$ cat src/rtl/ac97_frame_gen.sv
// ============================================================================
// Module   : ac97_frame_gen
// Purpose  : AC97 output frame builder. It counts BIT_CLK cycles across
//            256-bit frames and drives SYNC. Once per frame it accepts one
//            codec command and one stereo PCM sample, and builds tag slot 0
//            and slots 1-4. It pulses so_ld so the serial shifter loads the
//            new frame on the edge that starts bit 0.
// Config   : define AC97_PCM_REPEAT_EN to repeat the last accepted sample
//            (tagged valid) when no new PCM sample is pending at capture.
//            Without it, an underrun sends zero slots with the tags cleared.
// Revision : 1.0  initial release
// ============================================================================
`default_nettype none

module ac97_frame_gen #(
  parameter int SYNC_BITS = 16,   // SYNC high cycles at frame start (1..255)
  parameter int PCM_W     = 16    // PCM sample width (1..20)
) (
  input  logic             clk,
  input  logic             rst,
  input  logic             en,
  input  logic             cmd_valid,
  input  logic             cmd_rw,
  input  logic [6:0]       cmd_addr,
  input  logic [15:0]      cmd_wdata,
  output logic             cmd_ready,
  input  logic             pcm_valid,
  input  logic [PCM_W-1:0] pcm_l,
  input  logic [PCM_W-1:0] pcm_r,
  output logic             pcm_ready,
  output logic             sync,
  output logic             so_ld,
  output logic [15:0]      slt0,
  output logic [19:0]      slt1,
  output logic [19:0]      slt2,
  output logic [19:0]      slt3,
  output logic [19:0]      slt4,
  output logic             frame_start
);

  localparam logic [7:0] CAPTURE_CNT = 8'd254;
  localparam logic [7:0] LOAD_CNT    = 8'd255;
  localparam logic [8:0] SYNC_LIMIT  = 9'(SYNC_BITS);

  logic [7:0]  cnt;
  logic        active;
  logic        capture;
  logic [19:0] l_slot;
  logic [19:0] r_slot;
  logic        cmd_tag;
  logic        wr_tag;
  logic        pcm_tag;

  // Frame decodes come straight from the counter register. They are gated
  // by en, so an abandoned frame produces no strobe. They are also gated by
  // rst, so every output drops the moment reset is asserted.
  assign active      = en & ~rst;
  assign capture     = active & (cnt == CAPTURE_CNT);
  assign sync        = active & ({1'b0, cnt} < SYNC_LIMIT);
  assign frame_start = active & (cnt == 8'd0);
  assign so_ld       = active & (cnt == LOAD_CNT);
  assign cmd_ready   = capture & cmd_valid;
  assign pcm_ready   = capture & pcm_valid;

  // Samples are MSB-justified into the 20-bit slot, and the LSBs are zero.
  assign l_slot = 20'(pcm_l) << (20 - PCM_W);
  assign r_slot = 20'(pcm_r) << (20 - PCM_W);

  // Tag bits for the frame being captured.
  assign cmd_tag = cmd_valid;
  assign wr_tag  = cmd_valid & ~cmd_rw;
`ifdef AC97_PCM_REPEAT_EN
  assign pcm_tag = 1'b1;
`else
  assign pcm_tag = pcm_valid;
`endif

  // Bit counter: runs while enabled, wraps 255->0, and parks at 0 when disabled.
  always_ff @(posedge clk or posedge rst) begin
    if (rst) begin
      cnt <= '0;
    end else if (en) begin
      cnt <= cnt + 8'd1;
    end else begin
      cnt <= '0;
    end
  end

  // Slot registers load on the capture edge. They then hold through the
  // load strobe until the next capture.
  always_ff @(posedge clk or posedge rst) begin
    if (rst) begin
      slt0 <= '0;
      slt1 <= '0;
      slt2 <= '0;
      slt3 <= '0;
      slt4 <= '0;
    end else if (capture) begin
      slt0 <= {(cmd_tag | wr_tag | pcm_tag), cmd_tag, wr_tag, pcm_tag, pcm_tag, 11'h000};
      slt1 <= cmd_valid ? {cmd_rw, cmd_addr, 12'h000} : 20'h00000;
      slt2 <= wr_tag ? {cmd_wdata, 4'h0} : 20'h00000;
      if (pcm_valid) begin
        slt3 <= l_slot;
        slt4 <= r_slot;
      end else begin
`ifdef AC97_PCM_REPEAT_EN
        // On underrun, slt3/slt4 keep the last accepted sample so the level holds.
        slt3 <= slt3;
        slt4 <= slt4;
`else
        slt3 <= 20'h00000;
        slt4 <= 20'h00000;
`endif
      end
    end
  end

endmodule

`default_nettype wire
$ cat config.mk
export PLATFORM = sky130hd
export DESIGN_NAME = ac97_frame_gen
export DESIGN_NICKNAME = d
export VERILOG_FILES = /design/src/rtl/ac97_frame_gen.sv
export SDC_FILE = /design/constraint.sdc
export NUM_CORES = 1
export LEC_CHECK = 0
export BUFFER_PORTS_ARGS = -buffer_cell sky130_fd_sc_hd__buf_2
export CAP_MARGIN = 5
export CORE_MARGIN = 3
export CORE_UTILIZATION = 45
export DETAILED_ROUTE_END_ITERATION = 8
export GPL_ROUTABILITY_DRIVEN = 1
export MAX_ROUTING_LAYER = met4
export PLACE_DENSITY = 0.81
export SKIP_LAST_GASP = 1
export SYNTH_ARGS = -nofsm -noshare
export SYNTH_HDL_FRONTEND = slang
export SYNTH_SLANG_ARGS = --single-unit
$ cat constraint.sdc
create_clock -name clk -period 3.35 [get_ports clk]
set_clock_uncertainty 0.05 [all_clocks]
set_input_delay 0.335 -clock clk [delete_from_list [all_inputs] [get_ports clk]]
set_output_delay 0.335 -clock clk [all_outputs]
set_load 0.01 [all_outputs]
# After elaboration in Yosys (flattened, before gate mapping)
# Index checks and enable logic that the tools add are counted.
[op_classes]
n_addsub = 1
magnitude_cmp = 1
eq_ne = 2
n_mux = 5
bitwise = 12
reduce_logical = 1
[ops]
columns = ["op", "count"]
rows = [
  ["$mux 20", 4],
  ["$eq 8x8->1 const B", 2],
  ["$add 8x1->8 const B", 1],
  ["$and 1x1->1", 8],
  ["$logic_not 8->1", 1],
  ["$lt 8x5->1 const B", 1],
  ["$mux 8", 1],
  ["$not 1->1", 2],
  ["$or 1x1->1", 2],
]
[totals]
regBits = 93
in_bits = 61
output_inout_bits = 101
word_cells = 28

# Depth between registers and ports, before layout
# Gate-level depths: netlist of the first run.
[logic_depth]
word_depth = 4
depth_mapped = 7

# Worst setup path before layout of the first run
# Ideal clock, no wire load.
[synth_timing]
path_type = "flip-flop to output port"
startpoint = "reg cnt[0]"
endpoint = "out cmd_ready"
t_arrival_ps = 1387
t_required_ps = 2965
setup_slack_ps = 1578
path_stages_with_launch = 8
n_path_buf = 2
path_cell_list = "dfrtp_1 > inv_1 > ha_1 > nand3_1 > nor4_1 > buf_4 > buf_6 > and2_1"
[synth_between]
elab_chain_cells = 3
[synth_rtl]
columns = ["element", "line", "rtl"]
rows = [
  ["start: declaration", "45", "logic [7:0] cnt;"],
  ["start signal: assignment", "83", "cnt <= cnt + 8'd1;"],
  ["$eq 8x8->1", "58", "assign capture = active & (cnt == CAPTURE_CNT);"],
  ["$and 1x1->1", "58", ""],
  ["$and 1x1->1", "62", "assign cmd_ready = capture & cmd_valid;"],
  ["end: declaration", "26", "output logic cmd_ready,"],
]
# No other way between the ends.

# Worst setup path in the final report of the first run
# Ends and elaborated chain as after synthesis.

==> impl_metrics.json, run 1 <==
{
  "dieArea_sq_mm": 0.00856,
  "worstSetupEndpointType": "output port",
  "ys_seq_area_share_pct": 50.5,
  "setup_tns_ns": 0,
  "worst-slew-pin-transition_ns": 1.10,
  "avgSynthCellArea_sq_um": 10.1,
  "stdcell_area_sq_mm": 0.00410,
  "track_usage_pct": 17.0,
  "fin_cells": 562,
  "setup_viol": 0,
  "period_minus_slack_ns": 2.32,
  "grt_pass1_wl_um": 11400,
  "drc": 0,
  "grt_max_degree": 38,
  "status": "completed",
  "first_global_vias": 2426,
  "ys_top_cells_by_count": "68 x dfrtp_1, 61 x inv_1, 60 x nand2_1, 57 x mux2i_1, 37 x buf_4",
  "tritoncts": "yes",
  "ys_async_sr_fraction_pct": 100,
  "slew_headroom_pct": 26.3,
  "arrival_ns": 1.93,
  "crit_chain": "inv_1, ha_1, nand3_1, nor4_2, buf_4, and2_1, buf_2",
  "postCtsHoldBufs": 0,
  "drtIter0Drc": 56,
  "yosys.cell_types.count": 26,
  "cts_htree_levels": 3,
  "place_hpwl_um": 5270,
  "initial_utilization_pct": 48.0,
  "postRouteAntennaNets": 0,
  "gp_congestion": 0.864,
  "fmax_mhz": 431,
  "placed_cell_area_sq_mm": 0.00391,
  "core_area_sq_mm": 0.00702,
  "clk_pin_slew_ns": 0.07,
  "ys_dominant_reg_cell": "dfrtp_1",
  "diodes": 0,
  "hold_viol_final": 0,
  "drv_slew": 0,
  "post_cts_resize_count": 0,
  "cts_made_buffers": 9,
  "clk_latency_ns": 0.32,
  "ys_warn_count": 0,
  "row_count": 30,
  "hold_slack_ns": 0.0527,
  "rsz0062_at_grt": "no",
  "ir_drop_mv": 0.210,
  "r2r_slack_ns": 1.30,
  "cp_top_family": "buffers and inverters",
  "clock_sinks": 68,
  "final_nets": 525,
  "synth-seq-cells": 68,
  "routed_wirelength_um": 6840,
  "synth_edf_count": 0,
  "worst-path-buf-inv": 3,
  "p_per_area_mw_per_mm2": 422,
  "yosysMostFrequentCell": "dfrtp_1",
  "antenna_found_initial": 0,
  "synth_top_area_share_pct": 50.5,
  "p_leak_nw": 2.16,
  "path_max_fanout": 18,
  "worstSetupStartpointType": "flip-flop",
  "postCtsSetupBuffers": 0,
  "port_buffers": 126,
  "postSynthCellCount": 335,
  "viasPerCell": 4.34,
  "crit_path_max_incr_delay_ns": 0.43,
  "yosys.area.top_type": "dfrtp_1",
  "area_growth_pct": 21.8,
  "synth_area_sq_mm": 0.00337,
  "drive_gt1_share_pct": 32.4,
  "avgRoutedWirePerCell_um": 12.2,
  "pin_count": 162,
  "cap_violations": 0,
  "required_ns": 2.96,
  "root_buffer": "clkbuf_8",
  "slowest_stage": "dfrtp_1",
  "path_class": "reg2out",
  "fp.dieW_um": 92.5,
  "min_path_type": "in2async",
  "die_h_um": 92.5,
  "dp_cells": 546,
  "clockBufferDepth": 2,
  "grt.overflow.total": 0,
  "firstDrtPassIters": 4,
  "synthTopCellsByArea": "dfrtp_1 51%, mux2i_1 17%, buf_4 8.2%, inv_1 6.8%, nand2_1 6.7%",
  "vias": 2440,
  "fin_crit_sh_pct": 69.2,
  "final_util_pct": 58.4
}
[logic make-up after synthesis]
logic type               count (synthesis)  share of synthesized area, %
multiplexers                            60                          18.1
AND/OR/NAND/NOR                         83                          10.4
XOR/XNOR                                 3                         0.780
other                                    1                         0.111
flip-flops                              68                          50.5
buffers and inverters                  111                          18.1
AO/OA/AOI/OAI                            6                         0.966
adder cells (fa/ha/maj)                  3                          1.11
[placed cells by master (no fill, tap or decap), types with 4 or more instances in the layout]
cell type  count
nor2_1         7
nand2_1       60
buf_4          5
nand3_1        4
mux2i_1       57
clkbuf_8       9
buf_2        126
inv_1         60
conb_1        35
dfrtp_1       68
[routing by layer]
metal | share of wire [%] | wire [um] | vias to the layer above | GRT usage, %
met5 | 0 | 0 | - | -
met4 | 0.70 | 48 | 0 | 5.94
met3 | 7.6 | 523 | 6 | 3.74
met2 | 50 | 3430 | 97 | 28.4
met1 | 42 | 2840 | 1131 | 20.3
li1 | - | - | 1206 | -
[report_power, final]
| group | total (mW) | switching [mW] | internal (mW) |
|---|---|---|---|
| logic | 0.202 | 0.121 | 0.0809 |
| clock network | 0.646 | 0.302 | 0.344 |
| registers | 0.884 | 0.0245 | 0.860 |
[registers in the layout, summed over array words and instances (netlist names)]
name  count
cnt       8
slt0      4
slt1      8
slt2     16
slt3     16
slt4     16
[worst register-to-register path, cell delays in order (launching register included)]
cell and delay (ns):
dfrtp_1 0.43, inv_1 0.10, ha_1 0.15, nand3_1 0.10, nor4_2 0.19, buf_4 0.34
buf_4 0.36, mux2i_1 0.24
[path summary, 6_finish.rpt]
kind                               start   endpoint  depth (start not counted)
max                               cnt[0]  cmd_ready                          7
min                                  rst   slt4[14]                          2
max reg2reg                       cnt[0]   slt2[19]                          7
min reg2reg                     slt2[10]   slt2[10]                          2
max in group asynchronous            rst   slt2[10]                          3
min in group clk           cmd_wdata[14]   slt2[18]                          3
[area by class of cell]
| class | count | area [sq um] |
|---|---|---|
| inverter | 61 | 229 |
| clock inverter | 6 | 65.1 |
| sequential | 68 | 1700 |
| clock buffer | 10 | 128 |
| fill | 654 | 2920 |
| timing repair buffer | 131 | 668 |
| multi-input combinational | 190 | 1190 |
| tap | 96 | 120 |
[stage by stage]
| stage | setup WS [ns] | power [mW] |
|---|---|---|
| 2_1_floorplan | 1.25 | 1.04 |
| 3_3_place_gp | 1.35 | 1.10 |
| 3_5_place_dp | 1.29 | 1.10 |
| 4_1_cts | 0.995 | 1.76 |
| 5_1_grt | 0.839 | 1.83 |
| 6_report | 1.03 | 1.73 |
Power figures use the tool's default switching activity.
==> run 2: changes to the inputs <==
--- a/config.mk
+++ b/config.mk
@@ -5,14 +5,15 @@
 export SDC_FILE = /design/constraint.sdc
 export NUM_CORES = 1
 export LEC_CHECK = 0
+export ABC_AREA = 1
 export BUFFER_PORTS_ARGS = -buffer_cell sky130_fd_sc_hd__buf_2
 export CAP_MARGIN = 5
 export CORE_MARGIN = 3
-export CORE_UTILIZATION = 45
+export CORE_UTILIZATION = 43
 export DETAILED_ROUTE_END_ITERATION = 8
 export GPL_ROUTABILITY_DRIVEN = 1
 export MAX_ROUTING_LAYER = met4
-export PLACE_DENSITY = 0.81
+export PLACE_DENSITY = 0.79
 export SKIP_LAST_GASP = 1
 export SYNTH_ARGS = -nofsm -noshare
 export SYNTH_HDL_FRONTEND = slang
==> constraint.sdc (replaced) <==
create_clock -name clk -period 2.1 [get_ports clk]
set_clock_uncertainty 0.05 [all_clocks]
set_input_delay 0.21 -clock clk [delete_from_list [all_inputs] [get_ports clk]]
set_output_delay 0.21 -clock clk [all_outputs]
set_load 0.01 [all_outputs]
==> run 2 against run 1 <==
Combinational power grew 14%. Clock power increased by 98%. Core utilization decreased by 4.2 points. Clock-buffer cell count fell by 1. Synthesized area grew 11%. First-iteration DRC count rose to 3.5 times the previous value. Hold slack better by 0.058 ns.
==> impl_metrics.json, run 2 <==
{
  "routed_wirelength_um": 9400,
  "cp_top_family": "buffers and inverters",
  "worst-path-buf-inv": 4,
  "ys_async_sr_fraction_pct": 100,
  "ys_dominant_reg_cell": "dfrtp_1",
  "arrival_ns": 1.74,
  "initial_utilization_pct": 44.9,
  "crit_chain": "dlygate4sd3_1, buf_2, nor2_4, nand4_1, inv_1, buf_2",
  "crit_path_max_incr_delay_ns": 0.54,
  "drive_gt1_share_pct": 26.4,
  "clk_pin_slew_ns": 0.07,
  "drv_slew": 0,
  "yosys.cell_types.count": 21,
  "clock_sinks": 68,
  "avgRoutedWirePerCell_um": 13.1,
  "min_path_type": "in2reg",
  "row_count": 33,
  "place_hpwl_um": 6680,
  "p_leak_nw": 3.02,
  "slew_headroom_pct": 60.1,
  "pin_count": 162,
  "cap_violations": 0,
  "die_h_um": 99.1,
  "hold_depth": 3,
  "port_buffers": 126,
  "synth_area_sq_mm": 0.00373,
  "hold_slack_ns": 0.110,
  "worstSetupEndpointType": "output port",
  "cts_htree_levels": 3,
  "ys_warn_count": 0,
  "nFillCells": 777,
  "grt_max_degree": 44,
  "yosys.area.top_type": "dfrtp_1",
  "final_nets": 672,
  "antenna_found_initial": 0,
  "cts_made_buffers": 9,
  "layout_commonest_cell": "nand2_1",
  "drc": 0,
  "fmax_mhz": 500,
  "postRouteAntennaNets": 0,
  "firstDrtPassIters": 4,
  "avgSynthCellArea_sq_um": 7.63,
  "root_buffer": "clkbuf_8",
  "multi_input_area_sq_mm": 0.00144,
  "rsz0062_at_grt": "no",
  "area_growth_pct": 20.8,
  "clk_latency_ns": 0.33,
  "ys_seq_area_share_pct": 45.6,
  "track_usage_pct": 19.6,
  "fin_crit_sh_pct": 95.3,
  "path_class": "in2out",
  "top_regs": "slt2: 16 flops, slt3: 16 flops, slt4: 16 flops",
  "grt.overflow.total": 0,
  "p_per_area_mw_per_mm2": 629,
  "diodes": 0,
  "final_cell_mix": "176 x nand2_1, 126 x buf_2, 68 x dfrtp_1",
  "drtIter0Drc": 197,
  "postSynthCellCount": 489,
  "synthTopCellsByArea": "dfrtp_1 46%, nand2_1 18%, nand4_1 10%, buf_4 7.6%, inv_1 6.8%",
  "required_ns": 1.84,
  "core_area_sq_mm": 0.00830,
  "path_max_fanout": 18,
  "cpMostUsedCell": "buf_2",
  "synth_edf_count": 0,
  "setup_viol": 0,
  "viasPerCell": 4.72,
  "slowest_stage": "dlygate4sd3_1",
  "tritoncts": "yes",
  "crit_cells": 6,
  "setup_tns_ns": 0,
  "postCtsSetupBuffers": 0,
  "status": "completed",
  "vias": 3390,
  "worstSetupStartpointType": "input pin",
  "ys_top_cells_by_count": "176 x nand2_1, 68 x dfrtp_1, 68 x inv_1, 60 x nand4_1, 38 x buf_4",
  "yosysMostFrequentCell": "nand2_1",
  "dieArea_sq_mm": 0.00983,
  "regArea_sq_mm": 0.00170,
  "period_minus_slack_ns": 2.00,
  "first_global_vias": 3238,
  "grt_pass1_wl_um": 15100,
  "gp_congestion": 0.853,
  "worst-slew-pin-transition_ns": 0.596,
  "ir_drop_mv": 0.273,
  "synth_top_area_share_pct": 45.6,
  "fp.dieW_um": 99.1,
  "reg2regPathDepth": 8,
  "clockBufferDepth": 2,
  "hold_viol_final": 0,
  "synth-seq-cells": 68
}
## run 2: changes by cell type in the layout (fill, tap and decap cells not counted), moves of 2 or more
| cell | before | now |
|---|---|---|
| nand2_1 | 60 | 176 |
| nand4_1 | 0 | 60 |
| mux2i_1 | 57 | 0 |
| nor2_1 | 7 | 30 |
| buf_4 | 5 | 13 |
| inv_1 | 60 | 67 |
| and2_1 | 3 | 0 |
| nor2_4 | 0 | 3 |
| bufinv_16 | 1 | 3 |
| clkinv_4 | 2 | 0 |
| mux2_2 | 2 | 0 |
| nor3_1 | 0 | 2 |
| or3_1 | 2 | 0 |
| or4_1 | 2 | 0 |
## run 2: worst min-delay path, cell delays in order
cell,delay [ns]
buf_2,0.14
nand2_1,0.07
inv_1,0.03
## run 2: final cells by class
class	count	share of cell area, %
clock buffers	9	2.75
clock inverters	7	2.55
inverters	69	5.75
multi-input cells	320	31.9
flip-flops and latches	68	37.8
well taps	105	2.92
repair buffers	140	16.4
## run 2: routing by layer
metal,part of all wire (%),vias up,wire (um),track usage [%]
li1,-,1677,-,-
met1,42,1572,3940,25.0
met2,48,137,4560,31.3
met3,8.8,4,825,5.05
met4,0.77,0,72,4.83
met5,0,-,0,-
## run 2: worst paths after layout
check / from / endpoint / slack [ns]
worst max-delay path: rst / cmd_ready / 0.1
worst min-delay path: en / cnt[1] / 0.11
worst max register to register: cnt[0] / slt0[13] / 0.46
worst min register to register: slt1[14] / slt1[14] / 0.42
max in group asynchronous: rst / slt2[6] / 1.04
min in group asynchronous: rst / slt1[19] / 0.48
## run 2: kinds of logic after synthesis
kind of cell / after synthesis / synth area share [%]
AOI/OAI and AO/OA: 4 / 0.536
xor gates and xnor gates: 1 / 0.235
adders and majority gates: 3 / 1.01
buffers and inverters: 135 / 19.3
DFF: 68 / 45.6
other: 1 / 0.101
and+or+nand+nor: 277 / 33.2
## run 2: what timing repair did
| item | CTS | global route |
|---|---|---|
| hold endpoints to repair | 25 | 0 |
| hold buffers | 1 | 0 |
| gates resized for setup | 0 | 0 |
## run 2: per-stage QoR
step / util (%) / setup WS (ns) / total power, mW / std cells / cell area, sq um
global placement: 51.3 / 0.499 / 1.57 / 701 / 4260
detailed placement: 51.3 / 0.474 / 1.57 / 701 / 4260
global route: 54.3 / 0.00710 / 2.96 / 718 / 4510
finish: 54.3 / 0.0987 / 2.83 / 718 / 4510
floorplan: - / 0.128 / 1.53 / 523 / 3860
CTS: 54.3 / 0.0761 / 2.88 / 718 / 4510
## run 2: report_power, final
part / switching, mW / total, mW / internal, mW
Combinational: 0.155 / 0.231 / 0.0759
Sequential: 0.00599 / 1.32 / 1.31
Clock: 0.499 / 1.28 / 0.784
==> run 3: changes to the inputs <==
--- a/config.mk
+++ b/config.mk
@@ -9,11 +9,11 @@
 export BUFFER_PORTS_ARGS = -buffer_cell sky130_fd_sc_hd__buf_2
 export CAP_MARGIN = 5
 export CORE_MARGIN = 3
-export CORE_UTILIZATION = 43
+export CORE_UTILIZATION = 40
 export DETAILED_ROUTE_END_ITERATION = 8
 export GPL_ROUTABILITY_DRIVEN = 1
 export MAX_ROUTING_LAYER = met4
-export PLACE_DENSITY = 0.79
+export PLACE_DENSITY = 0.75
 export SKIP_LAST_GASP = 1
 export SYNTH_ARGS = -nofsm -noshare
 export SYNTH_HDL_FRONTEND = slang
==> run 3 against run 2 <==
Global-route usage down 2.1 points. Core utilization fell by 3.8 points. Clock power decreased by 15%. Non-clock buffer count stayed put. Wire length fell by 2.3%. Power decreased by 6.7%. Sequential power barely moved. Hold slack worse by 0.0090 ns.
==> impl_metrics.json, run 3 (same netlist as run 2, synthesis figures left out) <==
{
  "setup_viol": 0,
  "viasPerCell": 4.70,
  "total_power_mw": 2.64,
  "p_leak_nw": 3.01,
  "ir_drop_mv": 0.331,
  "clk_latency_ns": 0.33,
  "crit_chain": "nand2_1, nor2_4, buf_4, nand4_1, inv_1, buf_2",
  "min_path_type": "in2reg",
  "hold_depth": 3,
  "antenna_found_initial": 0,
  "fin_crit_sh_pct": 92.5,
  "cts_made_buffers": 9,
  "hold_slack_ns": 0.101,
  "crit_path_max_incr_delay_ns": 0.38,
  "layout_commonest_cell": "nand2_1",
  "min_to": "cnt[7]",
  "root_buffer": "clkbuf_8",
  "track_usage_pct": 17.4,
  "pre_cts_ws_ns": 0.474,
  "clock_sinks": 68,
  "cts_htree_levels": 3,
  "min-delay-start": "en",
  "avgRoutedWirePerCell_um": 12.7,
  "reg2regPathDepth": 8,
  "hold_viol_final": 0,
  "die_h_um": 103,
  "p_per_area_mw_per_mm2": 589,
  "multi_input_area_sq_mm": 0.00144,
  "final_nets": 672,
  "stdcell_area_sq_mm": 0.00449,
  "post_cts_resize_count": 0,
  "diodes": 0,
  "drc": 0,
  "row_count": 34,
  "slowest_stage": "dfrtp_1",
  "fin_cells": 721,
  "vias": 3390,
  "fmax_mhz": 515,
  "drv_slew": 0,
  "grt_max_degree": 52,
  "drtIter0Drc": 138,
  "setup_ws_ns": 0.157,
  "required_ns": 1.84,
  "nFillCells": 887,
  "fp.dieW_um": 103,
  "r2r_slack_ns": 0.48,
  "firstDrtPassIters": 5,
  "path_class": "reg2out",
  "first_global_vias": 3017,
  "placed_cell_area_sq_mm": 0.00427,
  "final_cell_mix": "176 x nand2_1, 126 x buf_2, 68 x dfrtp_1",
  "drive_gt1_share_pct": 26.3,
  "final_util_pct": 50.5,
  "clockBufferDepth": 2,
  "grt.overflow.total": 0,
  "tritoncts": "yes",
  "place_hpwl_um": 6730,
  "slew_headroom_pct": 58.4,
  "gp_congestion": 0.840,
  "dieArea_sq_mm": 0.0105,
  "status": "completed",
  "regArea_sq_mm": 0.00170,
  "rsz0062_at_grt": "no",
  "port_buffers": 126,
  "top_regs": "slt2: 16 flops, slt3: 16 flops, slt4: 16 flops",
  "initial_utilization_pct": 42.0,
  "pin_count": 162,
  "r2r-end": "slt1[13]",
  "dp_cells": 704,
  "cap_violations": 0,
  "setup_tns_ns": 0,
  "core_area_sq_mm": 0.00889,
  "rr_startpoint": "cnt[0]",
  "worstSetupEndpointType": "output port",
  "worst-slew-pin-transition_ns": 0.623,
  "clk_pin_slew_ns": 0.07,
  "path_max_fanout": 14,
  "worstSetupStartpointType": "flip-flop",
  "period_minus_slack_ns": 1.94,
  "grt_pass1_wl_um": 14200,
  "area_growth_pct": 20.3,
  "routed_wirelength_um": 9180,
  "postRouteAntennaNets": 0,
  "arrival_ns": 1.68
}
run 3: changes by cell type in the layout (fill, tap and decap cells not counted), sizes merged:
cell | previous run | this run
bufinv | 3 | 1
clkinvlp | 2 | 1
clkbuf | 9 | 12
run 3: routing by layer:
metal	GRT usage (%)	share of wire, %	routed length [um]	vias up
met5	-	0	0	-
met3	3.65	8.5	785	6
met1	22.4	42	3880	1549
li1	-	-	-	1687
met2	27.4	48	4440	148
met4	6.16	0.84	77	0
run 3: worst max-delay path: cells and delay by family (launching register included):
kind | cells | cell delay [ns]
buffers and inverters | 3 | 0.47
and+or+nand+nor | 3 | 0.52
DFF | 1 | 0.38
run 3: power by group:
group / total (mW) / internal (mW) / leakage [nW] / switching [mW]
Sequential: 1.32 / 1.31 / 0.948 / 0.00589
Clock: 1.09 / 0.610 / 0.102 / 0.484
Combinational: 0.229 / 0.0759 / 1.96 / 0.153
run 3: layout make-up:
| cell class | instances | area share [%] |
|---|---|---|
| well taps | 108 | 3.01 |
| flip-flops and latches | 68 | 37.9 |
| clock inverters | 4 | 1.06 |
| inverters | 69 | 5.77 |
| multi-input cells | 320 | 32.0 |
| clock buffers | 12 | 3.46 |
| repair buffers | 140 | 16.7 |
run 3: worst max-delay path by stage:
stage | start | endpoint | slack (ns) | cells after the start
after CTS | cnt[6] | pcm_ready | 0.13 | 6
after floorplan | rst | cnt[0] | 0.13 | 1
after global routing | cnt[0] | pcm_ready | 0.007 | 7
after detailed placement | cnt[0] | slt1[16] | 0.47 | 8
final | cnt[5] | cmd_ready | 0.16 | 6
after global placement | cnt[6] | cmd_ready | 0.50 | 6
run 3: what timing repair did:
| action | CTS | global route |
|---|---|---|
| setup endpoints to repair | 0 | 1 |
| endpoints found under the hold margin | 68 | 0 |
| setup buffers | 0 | 0 |
| hold buffers | 1 | 0 |
